==> config.mk <==
export PLATFORM = sky130hd
export DESIGN_NAME = instruction_loader
export DESIGN_NICKNAME = d
export VERILOG_FILES = /design/src/rtl/loader_pkg.sv /design/src/rtl/loader_word_assembler.sv /design/src/rtl/instruction_loader.sv
export SDC_FILE = /design/constraint.sdc
export NUM_CORES = 1
export LEC_CHECK = 0
export CORE_MARGIN = 5
export CORE_UTILIZATION = 40
export CTS_CLUSTER_DIAMETER = 200
export DETAILED_ROUTE_END_ITERATION = 16
export GPL_TIMING_DRIVEN = 0
export SYNTH_ARGS = -nofsm -noshare
export SYNTH_HDL_FRONTEND = slang
export SYNTH_SLANG_ARGS = --single-unit
==> constraint.sdc <==
create_clock -name clock -period 2.2 [get_ports clock]
set_input_delay 0.33 -clock clock [delete_from_list [all_inputs] [get_ports clock]]
set_output_delay 0.33 -clock clock [all_outputs]
set_load 0.03 [all_outputs]
==> src/rtl/loader_pkg.sv <==
// Shared definitions for the instruction loader: state encoding, size defaults
// and the running-checksum step.
package loader_pkg;

   localparam int MEM_DEPTH_DEF = 616;
   localparam int ADDR_W_DEF    = 10;
   localparam int WORD_W        = 32;

   typedef enum logic [2:0] {
      IDLE   = 3'd0,
      LEN_HI = 3'd1,
      LEN_LO = 3'd2,
      DATA   = 3'd3,
      CHECK  = 3'd4,
      DONE   = 3'd5,
      ERR    = 3'd6
   } state_t;

   function automatic logic [7:0] csum_step(input logic [7:0] acc, input logic [7:0] b);
      return acc ^ b;
   endfunction

endpackage

==> src/rtl/loader_word_assembler.sv <==
// Packs payload bytes into big-endian 32-bit words and keeps the XOR checksum
// of every payload byte seen since the last clear.
module loader_word_assembler
   import loader_pkg::*;
(
   input  logic              clock,
   input  logic              reset,
   input  logic              i_clear,
   input  logic              i_byte_en,
   input  logic [7:0]        i_byte,
   output logic [WORD_W-1:0] o_word,
   output logic              o_word_ready,
   output logic [7:0]        o_checksum
);

   // Only the three older bytes need storage; the fourth arrives with the pulse.
   logic [23:0] r_shift;
   logic [1:0]  r_byte_cnt;
   logic [7:0]  r_csum;

   always_ff @(posedge clock) begin
      if (reset) begin
         r_shift    <= 24'd0;
         r_byte_cnt <= 2'd0;
         r_csum     <= 8'd0;
      end else if (i_clear) begin
         r_shift    <= 24'd0;
         r_byte_cnt <= 2'd0;
         r_csum     <= 8'd0;
      end else if (i_byte_en) begin
         r_shift    <= {r_shift[15:0], i_byte};
         r_byte_cnt <= r_byte_cnt + 2'd1;
         r_csum     <= csum_step(r_csum, i_byte);
      end else begin
         r_shift    <= r_shift;
         r_byte_cnt <= r_byte_cnt;
         r_csum     <= r_csum;
      end
   end

   assign o_word       = {r_shift, i_byte};
   assign o_word_ready = i_byte_en && (r_byte_cnt == 2'd3);
   assign o_checksum   = r_csum;

endmodule

==> src/rtl/instruction_loader.sv <==
// Loads a length-prefixed, checksummed byte stream into the instruction RAM,
// one registered write strobe per assembled word at consecutive addresses.
module instruction_loader
   import loader_pkg::*;
#(
   parameter int MEM_DEPTH = MEM_DEPTH_DEF,
   parameter int ADDR_W    = ADDR_W_DEF
) (
   input  logic              clock,
   input  logic              reset,
   input  logic              start,
   input  logic [7:0]        byte_in,
   input  logic              byte_valid,
   output logic              byte_ready,
   output logic [WORD_W-1:0] i_ram_input,
   output logic [ADDR_W-1:0] i_ram_writing_address,
   output logic              flag_write_i_ram,
   output logic              busy,
   output logic              done,
   output logic              error
);

   localparam logic [ADDR_W:0] IDX_ONE = (ADDR_W+1)'(1);

   state_t              r_state;
   state_t              w_state_nxt;
   logic [7:0]          r_len_hi;
   logic [15:0]         r_len;
   logic [ADDR_W:0]     r_word_idx;
   logic                r_byte_ready;
   logic                r_busy;
   logic                r_done;
   logic                r_error;
   logic                r_strobe;
   logic [WORD_W-1:0]   r_ram_data;
   logic [ADDR_W-1:0]   r_ram_addr;

   logic                w_accept;
   logic                w_start_ok;
   logic                w_data_en;
   logic [15:0]         w_len_rx;
   logic                w_len_bad;
   logic                w_last_word;
   logic [WORD_W-1:0]   w_word;
   logic                w_word_ready;
   logic [7:0]          w_checksum;
   logic                w_busy_nxt;
   logic                w_ready_nxt;
   logic                w_done_nxt;
   logic                w_err_nxt;

   assign w_accept    = byte_valid && r_byte_ready;
   assign w_start_ok  = start && ((r_state == IDLE) || (r_state == DONE) || (r_state == ERR));
   assign w_data_en   = w_accept && (r_state == DATA);
   assign w_len_rx    = {r_len_hi, byte_in};
   assign w_len_bad   = (w_len_rx == 16'd0) || ({1'b0, w_len_rx} > 17'(MEM_DEPTH));
   assign w_last_word = ((17'(r_word_idx) + 17'd1) == {1'b0, r_len});

   loader_word_assembler u_asm (
      .clock        (clock),
      .reset        (reset),
      .i_clear      (w_start_ok),
      .i_byte_en    (w_data_en),
      .i_byte       (byte_in),
      .o_word       (w_word),
      .o_word_ready (w_word_ready),
      .o_checksum   (w_checksum)
   );

   always_ff @(posedge clock) begin
      if (reset) begin
         r_state <= IDLE;
      end else begin
         r_state <= w_state_nxt;
      end
   end

   always_comb begin
      w_state_nxt = r_state;
      case (r_state)
         IDLE, DONE, ERR: begin
            if (start) w_state_nxt = LEN_HI;
            else       w_state_nxt = r_state;
         end
         LEN_HI: begin
            if (w_accept) w_state_nxt = LEN_LO;
            else          w_state_nxt = LEN_HI;
         end
         LEN_LO: begin
            if (w_accept) w_state_nxt = w_len_bad ? ERR : DATA;
            else          w_state_nxt = LEN_LO;
         end
         DATA: begin
            if (w_word_ready && w_last_word) w_state_nxt = CHECK;
            else                             w_state_nxt = DATA;
         end
         CHECK: begin
            if (w_accept) w_state_nxt = (byte_in == w_checksum) ? DONE : ERR;
            else          w_state_nxt = CHECK;
         end
         default: w_state_nxt = IDLE;
      endcase
   end

   // Status flags are decoded from the next state so they register in step with it.
   always_comb begin
      w_busy_nxt  = 1'b0;
      w_ready_nxt = 1'b0;
      w_done_nxt  = 1'b0;
      w_err_nxt   = 1'b0;
      case (w_state_nxt)
         LEN_HI, LEN_LO, DATA, CHECK: begin
            w_busy_nxt  = 1'b1;
            w_ready_nxt = 1'b1;
         end
         DONE:    w_done_nxt = 1'b1;
         ERR:     w_err_nxt  = 1'b1;
         default: w_busy_nxt = 1'b0;
      endcase
   end

   always_ff @(posedge clock) begin
      if (reset) begin
         r_byte_ready <= 1'b0;
         r_busy       <= 1'b0;
         r_done       <= 1'b0;
         r_error      <= 1'b0;
      end else begin
         r_byte_ready <= w_ready_nxt;
         r_busy       <= w_busy_nxt;
         r_done       <= w_done_nxt;
         r_error      <= w_err_nxt;
      end
   end

   always_ff @(posedge clock) begin
      if (reset) begin
         r_len_hi   <= 8'd0;
         r_len      <= 16'd0;
         r_word_idx <= '0;
         r_strobe   <= 1'b0;
         r_ram_data <= '0;
         r_ram_addr <= '0;
      end else begin
         r_strobe <= w_word_ready;
         if (w_accept && (r_state == LEN_HI)) r_len_hi <= byte_in;
         else                                 r_len_hi <= r_len_hi;
         if (w_accept && (r_state == LEN_LO)) r_len <= w_len_rx;
         else                                 r_len <= r_len;
         if (w_start_ok)        r_word_idx <= '0;
         else if (w_word_ready) r_word_idx <= r_word_idx + IDX_ONE;
         else                   r_word_idx <= r_word_idx;
         if (w_word_ready) begin
            r_ram_data <= w_word;
            r_ram_addr <= r_word_idx[ADDR_W-1:0];
         end else begin
            r_ram_data <= r_ram_data;
            r_ram_addr <= r_ram_addr;
         end
      end
   end

   assign byte_ready            = r_byte_ready;
   assign busy                  = r_busy;
   assign done                  = r_done;
   assign error                 = r_error;
   assign flag_write_i_ram      = r_strobe;
   assign i_ram_input           = r_ram_data;
   assign i_ram_writing_address = r_ram_addr;

endmodule
# ---- After elaboration in Yosys (flattened, before gate mapping)
# Cells that the tools add are included.
dict set report totals {
  input_bits 12
  word_cells 59
  regBits 118
  output_inout_bits 47
}
dict set report classes {
  n_reduce_logical 15
  bitwise_logic 1
  n_lt_le_gt_ge 1
  n_mux 11
  add_sub_neg 3
  n_eq_ne 15
}
# operator n
set op_table {}
lappend op_table {{== test 3 bit, second input constant} 6}
lappend op_table {{== test 12 x 16 -> 1 bit} 1}
lappend op_table {{greater-than comparator 16 x 10 -> 1 bit, second input constant} 1}
lappend op_table {{zero test 16 bit} 1}
lappend op_table {{case mux 3 bit (5 select lines)} 1}
lappend op_table {{adder 11 x 1 -> 12 bit, second input constant} 1}
lappend op_table {{== test 3 x 2 -> 1 bit, second input constant} 4}
lappend op_table {{two-way mux 3 bit} 4}
lappend op_table {{adder 11 x 1 -> 11 bit, second input constant} 1}
lappend op_table {{== test 8 bit} 1}
lappend op_table {{bitwise XOR 8 bit} 1}
lappend op_table {{logical AND 1 bit} 7}
lappend op_table {{== test 3 x 1 -> 1 bit, second input constant} 2}
lappend op_table {{two-way mux 2 bit} 3}
lappend op_table {{OR reduction 4 bit} 1}
lappend op_table {{zero test 3 bit} 1}
lappend op_table {{logical OR 1 bit} 3}
lappend op_table {{two-way mux 1 bit} 3}
lappend op_table {{OR reduction 3 bit} 1}
lappend op_table {{adder 2 x 1 -> 2 bit, second input constant} 1}
lappend op_table {{== test 2 bit, second input constant} 1}
lappend op_table {{OR reduction 2 bit} 1}

# ---- Logic depth before layout (Yosys ltp)
# Gate-level depths: netlist (run 1).
dict set report logic_depth {
  depth_word 9
  ltp_mapped 8
  depth_no_buf 7
}

# ---- Hierarchy
# A second synthesis (run 1) with hierarchy kept.
dict set report unflattened {
  hier_cells 548
  area_unflattened_um2 5086.1
}
# mod instances cells_each area_each_um2
set by_module_without_submodules {}
lappend by_module_without_submodules {instruction_loader 1 418 3678.5}
lappend by_module_without_submodules {loader_word_assembler 1 130 1407.6}

# ---- Worst setup path before layout (run 1)
# Ideal clock, no wire load.
dict set report synth_timing {
  kind {reg-to-reg}
  from {reg, netlist name busy}
  to {reg r_busy (netlist: busy)}
  setup_time_ns 0.116
  stages_incl_launch_ff 7
  t_arrival_ns 2.041
  required_time_ns 2.084
  n_path_buf 0
  slack_ns 0.043
  path_cell_list {dfxtp_1 -> nand2_1 -> nor3_1 -> nand4_1 -> a2111oi_4 -> a21boi_2 -> a31o_1}
}
# item line_no
set synth_rtl {}
lappend synth_rtl {{end signal: assignment} instruction_loader.sv:130} ;# r_busy <= w_busy_nxt;
lappend synth_rtl {{end: declaration} instruction_loader.sv:31} ;# logic r_busy;

# ---- Worst setup path after layout (run 1)
dict set report layout_timing {
  from {reg r_word_idx[4]}
  to {reg r_busy (netlist: busy)}
}
dict set report layout_via {
  elab_chain_cells 8
  elab_cells_between_ends 11
  cone_classes {add/sub: 1; eq/ne: 5; mux: 3; reduce/logical: 2}
}
# item line_no
set layout_lines {}
lappend layout_lines {{start: declaration} instruction_loader.sv:29} ;# logic [ADDR_W:0] r_word_idx;
lappend layout_lines {{start signal: assignment} instruction_loader.sv:151} ;# else if (w_word_ready) r_word_idx <= r_word_idx + IDX_ONE;
lappend layout_lines {{start signal: assignment} instruction_loader.sv:152} ;# else r_word_idx <= r_word_idx;
lappend layout_lines {{adder 11 x 1 -> 12 bit (*)} instruction_loader.sv:57} ;# assign w_last_word = ((17'(r_word_idx) + 17'd1) == {1'b0, r_len});
lappend layout_lines {{== test 12 x 16 -> 1 bit (*)} instruction_loader.sv:57}
lappend layout_lines {{logical AND 1 bit (*)} instruction_loader.sv:94} ;# if (w_word_ready && w_last_word) w_state_nxt = CHECK;
lappend layout_lines {{two-way mux 3 bit (*)} instruction_loader.sv:94}
lappend layout_lines {{case mux 3 bit (5 select lines) (*)} instruction_loader.sv:80} ;# case (r_state)
lappend layout_lines {{== test 3 x 1 -> 1 bit, or another cell as far along} instruction_loader.sv:111} ;# case (w_state_nxt)
lappend layout_lines {{OR reduction 4 bit (*)} instruction_loader.sv:111}
lappend layout_lines {{two-way mux 1 bit (*)} instruction_loader.sv:111}
# Every way passes the cells marked *; elsewhere a longest branch is shown, timed or not.
# A chain may end at the register's enable or synchronous reset.

==> results by group, run 1 <==
Status
  – Status: finished, final reports clean

Clock network
  – Clk slew on worst S/H paths: 0.05 ns
  – Clock Path Buffers: 2
  – Hold_buf cts: 0
  – Skew-Pair Late Insertion Delay: 0.41 ns
  – CTS buffer count: 17
  – H-tree levels: 4
  – CTS tree: built
  – Clk root buf: clkbuf_16
  – CTS sink cnt: 118

Critical path
  – CP Max Fanout: 6
  – Worst setup SP type: register
  – Crit Path Class: reg -> reg
  – Req. time, crit path: between 2 and 3 ns
  – Arrival time at the worst endpoint: approximately 2.4 ns
  – Crit. End Element: register

STA
  – Final Max Slew Viols: 0
  – Fmax: around 470 MHz
  – Final hold violation count: 0
  – Ratio of final minimum period to clock period: 0.969
  – Worst slew pin tran: 0.697 ns
  – Final Skew: 0.00754 ns
  – Max-slew headroom: 0.535
  – Setup violators final: 0
  – Min Tclk post-route: 2.13 ns

Place
  – Gpl congestion: 0.859
  – I/O Buffers: 53
  – Placed Cells: around 800
  – Dpl hpwl: 9.18 mm

GRT
  – All-Layer GR Usage: 0.178
  – Vias in the first global route: between 3000 and 4000
  – Met1 usage: 0.243
  – Initial antenna violation count: 0
  – Met2 usage: 0.266
  – Largest net degree at the start of global routing: 17
  – GR peak layer: met2
  – Overflow after GRT: 0
  – First-pass GRT wire length: around 20 mm
  – M3 GR Usage: 0.0462

Layout
  – Final cell count without fillers: 849
  – Final core utilization: 0.531
  – Fill cell count: between 1000 and 1500
  – Layout Nets: 682
  – Footprint of the multi-input gates: 0.00246 sq mm
  – Reg area: between 0.002 and 0.0025 sq mm
  – Share of cells above drive strength 1: 0.109
  – Synth-to-Final Area Change: 29.5%
  – # diodes: 0

Pwr
  – Clock network fraction of design power: 0.527
  – PD cells: 802 mW/mm^2
  – Static leakage: 2.19 nW
  – P_sw: 1.12 mW
  – Comb pwr share: 0.051
  – Maximum VDD drop: 0.401 mV
  – Design Power: between 5 and 6 mW
  – Sw frac: 0.218
  – Part of the power in registers: 0.422
  – Int Pwr: 4.02 mW

Synthesis
  – Ys Warns: 0
  – Synth unique cells: 50
  – Syn Nets: 609
  – Synth area leaders: dfxtp_1 (48%), nand2_1 (11%), a21oi_1 (7.8%)
  – Sequential area share after synthesis: 0.477
  – Synthesis-stage register bit count: 118
  – Avg Synthesized Cell Area: 8.32 sq um
  – Cell Area, Synth: 0.00495 sq mm
  – Cells after synthesis: 595
  – Synth area leader: dfxtp_1
  – Top cell type's share of synthesized area: 0.477

Drt
  – Vias/cell: 5.04
  – Vias: between 4000 and 5000
  – Wire per inst: 15.1 um
  – DR iter-0 viols: 210
  – Detail Route Antenna Nets: 0
  – Routed Wire Length: around 13 mm
  – Drt pass-1 iters: 5
  – # DRC: 0

Floorplanning
  – Die width: between 100 and 150 um
  – Die ar.: between 0.01 and 0.015 sq mm
  – Row cnt: 40
  – Die H: 121 um
  – Starting Density: 0.410
  – Total core area: approximately 0.012 sq mm
  – Io pins: between 50 and 60

Min path
  – Hold crit path type: in -> reg

Job
  – Max cap viols: 0
timing repair:
item | 4_1_cts | 5_1_grt
buffers inserted | 0 | 3
gates cloned | 0 | 0
setup endpoints to repair | 52 | 75
pin swaps | 4 | 6
gates resized for setup | 10 | 24
final timing paths:
path	startpoint	to	slack, ns	cells past startpoint
worst max-delay path	r_word_idx[4]	busy	0.07	7
worst min-delay path	byte_in[6]	i_ram_input[6]	0.34	3
worst max register to register	r_word_idx[4]	busy	0.07	7
worst min register to register	i_ram_writing_address[6]	i_ram_writing_address[6]	0.45	2
registers in the layout, indices dropped and copies added (netlist names):
name and flops:
i_ram_writing_address 10, r_state 3, r_word_idx 11, r_len_hi 8
busy 1, u_asm.r_shift 24, error 1, done 1
r_len 16, i_ram_input 32, u_asm.r_byte_cnt 2, u_asm.o_checksum 8
flag_write_i_ram 1
placed cells by master, fill, tap and decap left out, types with 2 or more instances in the layout:
| cell | netlist | layout |
|---|---|---|
| nand2_1 | 148 | 147 |
| dfxtp_1 | 118 | 115 |
| a21oi_1 | 77 | 77 |
| clkdlybuf4s50_1 | 0 | 53 |
| nor2_1 | 53 | 52 |
| clkbuf_1 | 29 | 27 |
| mux2i_1 | 25 | 25 |
| xor2_1 | 24 | 23 |
| clkbuf_16 | 0 | 17 |
| xnor2_1 | 16 | 16 |
| buf_2 | 13 | 10 |
| nand4_1 | 9 | 9 |
| o21ai_0 | 9 | 8 |
| nor3_1 | 7 | 6 |
| buf_4 | 2 | 6 |
| nand3_1 | 5 | 5 |
| or3_1 | 5 | 5 |
| clkbuf_2 | 0 | 4 |
| and3_1 | 4 | 4 |
| nor4_1 | 5 | 4 |
| clkinv_2 | 0 | 4 |
| clkbuf_8 | 0 | 4 |
| inv_1 | 3 | 3 |
| nand2b_1 | 3 | 3 |
| a211oi_1 | 4 | 3 |
| buf_6 | 1 | 2 |
| and2_1 | 2 | 2 |
| and2_2 | 2 | 2 |
| nor3_4 | 0 | 2 |
| a2111oi_4 | 1 | 2 |
| nor3b_1 | 3 | 2 |
| o32ai_1 | 2 | 2 |
| bufinv_16 | 0 | 2 |
| dfxtp_4 | 0 | 2 |
cells by family after synthesis:
logic type,synth area share
mux,0.0506
buf+inv,0.0435
xor+xnor,0.0756
flops,0.477
fa+ha+maj,0.00506
simple gates,0.224
compound gates,0.124
synthesized netlist by cell type, drive strengths merged:
cell type  count
o41a           1
nor2          53
o31ai          1
nor4           5
xor2          24
nor4b          1
nand4         10
a21boi         2
xor3           1
and4           1
nand3b         1
and2           4
a31oi          1
buf           17
a32o           1
o32ai          2
a2111oi        2
a21o           1
xnor2         16
a2111o         1
ha             2
nor3b          3
inv            3
nor3           8
or3b           1
a31o           1
dfxtp        118
nor4bb         1
nand2b         3
nand2        148
and3           4
o211ai         1
nor2b          1
or2            1
a211oi         4
o21ai         10
a21oi         77
nand3          5
clkbuf        29
or3            5
mux2i         25
metrics by stage:
step	instance area, sq um	setup slack (ns)	hold slack [ns]	setup TNS, ns
CTS	6310	0.00544	0.340	0
detailed placement	5690	-0.813	0.447	-42.74
global placement	5690	-0.809	0.445	-41.31
floorplan	4950	0.0430	0.432	0
finish	6410	0.0679	0.339	0
global route	6410	-0.0657	0.368	-0.214
routing by layer:
layer	up-vias	wire length (um)
met2	105	5630
met3	16	609
met1	2027	6320
met4	0	229
met5	-	0
li1	2135	-
cell type report:
| cell class | count | area share |
|---|---|---|
| Clock inverter | 8 | 0.0150 |
| Clock buffer | 24 | 0.0768 |
| Multi-Input combinational cell | 428 | 0.385 |
| Timing Repair Buffer | 56 | 0.0863 |
| Inverter | 3 | 0.00176 |
| Tap cell | 168 | 0.0328 |
| Sequential cell | 118 | 0.370 |
| Buffer | 44 | 0.0326 |
power groups by stage:
stage | Combinational [mW] | Sequential [mW] | Clock, mW
detailed placement | 0.249 | 2.21 | 0
global route | 0.284 | 2.17 | 2.85
finish | 0.263 | 2.17 | 2.71
global placement | 0.242 | 2.21 | 0
floorplan | 0.162 | 2.21 | 0
CTS | 0.254 | 2.17 | 2.75
worst max-delay path: stages (launching register included):
cell	delay, ns
dfxtp_1	0.29
buf_2	0.19
and3_1	0.20
nand2_1	0.08
a2111o_1	0.41
a2111oi_4	0.43
a21boi_2	0.17
a31o_1	0.24
Power figures use the tool's default switching activity.
==> run 2, diff against run 1 <==
Settings changed: ABC_AREA set to 1.
==> run 2 against run 1 <==
Against the previous run:
- flip-flop and latch count stayed put
- critical endpoint unchanged
- synthesized cell count is 8.9% higher
- register-to-register slack better by 0.18 ns
- global-route usage is 1.4 points higher
- sequential share of layout area is 1.1 points higher
- via count is 4.7% higher
- fmax is 5.7% higher
- non-clock buffer count is 10 lower
- largest cell class is now flip-flops and latches
==> results by group, run 2 <==
Layout
  – Reg area: 0.00236 sq mm (-0.26%)
  – Share of cells above drive strength 1: 0.0814 (-0.0273)
  – Layout Nets: 739 (+8.4%)
  – Final core utilization: 0.521 (-0.0101)
  – Footprint of the multi-input gates: 0.00216 sq mm (-12%)
  – Most frequent cells in the layout: nand2_1 (161), dfxtp_1 (116), nor2_1 (75), a21oi_1 (74), clkdlybuf4s50_1 (57)
  – Fill cell count: 1181 (-0.085%)
  – Number of flip-flops in the largest register: 32 (unchanged)
  – Synth-to-Final Area Change: 29.0%
  – Design area: 0.00621 sq mm (-3.1%)
  – # diodes: 0 (unchanged)
  – Most common cell after layout, fill and taps aside: nand2_1

Drt
  – Vias/cell: 5.07 (+0.59%)
  – # DRC: 0 (unchanged)
  – DR iter-0 viols: 303 (+44%)
  – Routed Wire Length: 13.0 mm (+1.7%)
  – Detail Route Antenna Nets: 0 (unchanged)
  – Vias: 4486 (+4.7%)
  – Drt pass-1 iters: 5 (unchanged)
  – Wire per inst: 14.7 um (-2.3%)

STA
  – Final Skew: 0.00836 ns (+0.000821 ns)
  – Fmax: 496 MHz (+5.7%)
  – RSZ-0062 raised after global routing: false
  – Ratio of final minimum period to clock period: 0.917 (-0.0521)
  – Final Max Slew Viols: 0 (unchanged)
  – Final setup margin: 0.182 ns (+0.115 ns)
  – Max-slew headroom: 0.547 (+0.0115)
  – Setup violators final: 0 (unchanged)
  – Worst slew pin tran: 0.680 ns (-0.0173 ns)
  – Min Tclk post-route: 2.02 ns (-0.115 ns)
  – Final hold violation count: 0 (unchanged)
  – Final Hold Slack: 0.313 ns (-0.0265 ns)

Place
  – I/O Buffers: 57 (+7.5%)
  – Dpl hpwl: 9.49 mm (+3.3%)
  – Setup WS pre-CTS: -0.224 ns (+0.589 ns)
  – Gpl congestion: 0.856 (-0.38%)
  – Placed cell area: 0.00556 sq mm (-2.2%)

Floorplanning
  – Io pins: 59 (unchanged)
  – Die width: 120 um (-1.3%)
  – Starting Density: 0.404 (-0.00649)
  – Die H: 120 um (-1.3%)
  – Die ar.: 0.0143 sq mm (-2.6%)
  – Total core area: 0.0119 sq mm (-1.2%)
  – Row cnt: 40 (unchanged)

Synthesis
  – Top cell type's share of synthesized area: 0.491 (+0.0138)
  – Synth area leader: dfxtp_1
  – Synth area leaders: dfxtp_1 (49%), nand2_1 (13%), a21oi_1 (7.7%)
  – Synthesis-stage register bit count: 118 (unchanged)
  – Synth unique cells: 30 (-40%)
  – Cell Area, Synth: 0.00481 sq mm (-2.8%)
  – Top FF cell, synth: dfxtp_1
  – EDFF count, synth: 0 (unchanged)
  – Ys Warns: 0 (unchanged)
  – Avg Synthesized Cell Area: 7.42 sq um (-11%)
  – Syn Nets: 662 (+8.7%)
  – Cells after synthesis: 648 (+8.9%)
  – Async SR Flop Fraction: 0 (unchanged)
  – Sequential area share after synthesis: 0.491 (+0.0138)
  – Most common cell in the netlist: nand2_1
  – Most common library cells after synthesis: nand2_1 (162), dfxtp_1 (118), nor2_1 (75)

Critical path
  – Crit-path max cell delay: 0.56 ns (+0.13 ns)
  – Worst setup SP type: primary input
  – Crit Path Class: in -> reg
  – Arrival time at the worst endpoint: 2.33 ns (-0.10 ns)
  – CP cell instances: clkdlybuf4s50_1 -> xnor2_1 -> nand2_1 -> nor3_1 -> nand2_1 -> a211oi_1 -> nand3_2 -> nor2_1 -> nor2_1
  – CP Max Fanout: 5 (-1)
  – Req. time, crit path: 2.51 ns (about the same)
  – Crit. End Element: register
  – Slowest stage cell, crit path: clkdlybuf4s50_1

Job
  – Max cap viols: 0 (unchanged)

GRT
  – Overflow after GRT: 0 (unchanged)
  – Largest net degree at the start of global routing: 17 (unchanged)
  – All-Layer GR Usage: 0.191 (+0.0137)
  – Initial antenna violation count: 0 (unchanged)
  – Vias in the first global route: 4414 (+11%)
  – First-pass GRT wire length: 21.8 mm (+7.5%)

Pwr
  – Int Pwr: 4.17 mW (+3.9%)
  – Maximum VDD drop: 0.374 mV (-6.6%)
  – Static leakage: 2.45 nW (+12%)
  – Comb pwr share: 0.053 (+0.002)
  – PD cells: 866 mW/mm^2 (+8.1%)
  – Clock network fraction of design power: 0.542 (+0.015)
  – Sw frac: 0.224 (+0.00613)
  – Part of the power in registers: 0.405 (-0.017)
  – P_sw: 1.20 mW (+7.6%)
  – Design Power: 5.38 mW (+4.7%)

Clock network
  – CTS buffer count: 17 (unchanged)
  – Skew-Pair Late Insertion Delay: 0.42 ns (about the same)
  – Clk slew on worst S/H paths: 0.06 ns (about the same)
  – CTS tree: built
  – H-tree levels: 4 (unchanged)
  – Clock Path Buffers: 2 (unchanged)
  – Clk root buf: clkbuf_16
  – CTS sink cnt: 118 (unchanged)

Status
  – Status: finished, final reports clean

Min path
  – Hold crit path type: in -> reg
## run 2: cells by family (layout without fill, tap and decap cells)
logic type / count (synthesis) / count (layout) / share of synthesized area
AND/OR/NAND/NOR: 306 / 306 / 0.272
flip-flops: 118 / 118 / 0.491
AO/OA/AOI/OAI: 136 / 136 / 0.145
buffers and inverters: 74 / 163 / 0.0627
XOR/XNOR: 12 / 12 / 0.0247
adder cells (fa/ha/maj): 2 / 2 / 0.00520
## run 2: power groups by stage
stage	Combinational [mW]	Sequential [mW]	Clock, mW
after detailed placement	0.279	2.22	0
after floorplan	0.170	2.23	0
after global placement	0.275	2.22	0
after CTS	0.280	2.18	2.95
final	0.283	2.18	2.91
after global routing	0.311	2.18	3.05
## run 2: metal layers
layer / up-vias / GRT usage / share of wire
met3: 17 / 0.0646 / 0.049
met4: 0 / 0.0501 / 0.015
li1: 2269 / - / -
met5: - / 0 / 0
met1: 2081 / 0.260 / 0.51
met2: 119 / 0.292 / 0.43
## run 2: worst max-delay path: cells and delay by family
kind | cells | cell delay [ns]
XOR/XNOR | 1 | 0.26
AND/OR/NAND/NOR | 6 | 0.80
AO/OA/AOI/OAI | 1 | 0.37
buffers and inverters | 1 | 0.56
## run 2: path summary, 6_finish.rpt
path | startpoint | to | slack, ns | depth (start not counted)
worst max-delay path | byte_in[4] | busy | 0.18 | 9
worst min register to register | u_asm.r_shift[22] | u_asm.r_shift[22] | 0.46 | 2
worst max register to register | r_state[0] | u_asm.o_checksum[3] | 0.25 | 9
worst min-delay path | reset | r_state[0] | 0.31 | 2
## run 2: cell type report
| class | count | area share |
|---|---|---|
| clock inverters | 12 | 0.0288 |
| inverters | 42 | 0.0254 |
| flip-flops and latches | 118 | 0.381 |
| repair buffers | 58 | 0.0931 |
| well taps | 147 | 0.0296 |
| clock buffers | 19 | 0.0714 |
| multi-input cells | 456 | 0.347 |
| plain buffers | 32 | 0.0232 |
## run 2: stage by stage
stage          cells  TNS [ns]
3_5_place_dp     852     -2.48
3_3_place_gp     852     -2.39
4_1_cts          883         0
5_1_grt          884         0
6_report         884         0
2_1_floorplan    648         0
## run 2: repair_timing
action,in CTS,in global routing
endpoints found under the setup margin,0,6
resized for setup,0,5
hold buffers,0,0
setup buffers,0,1
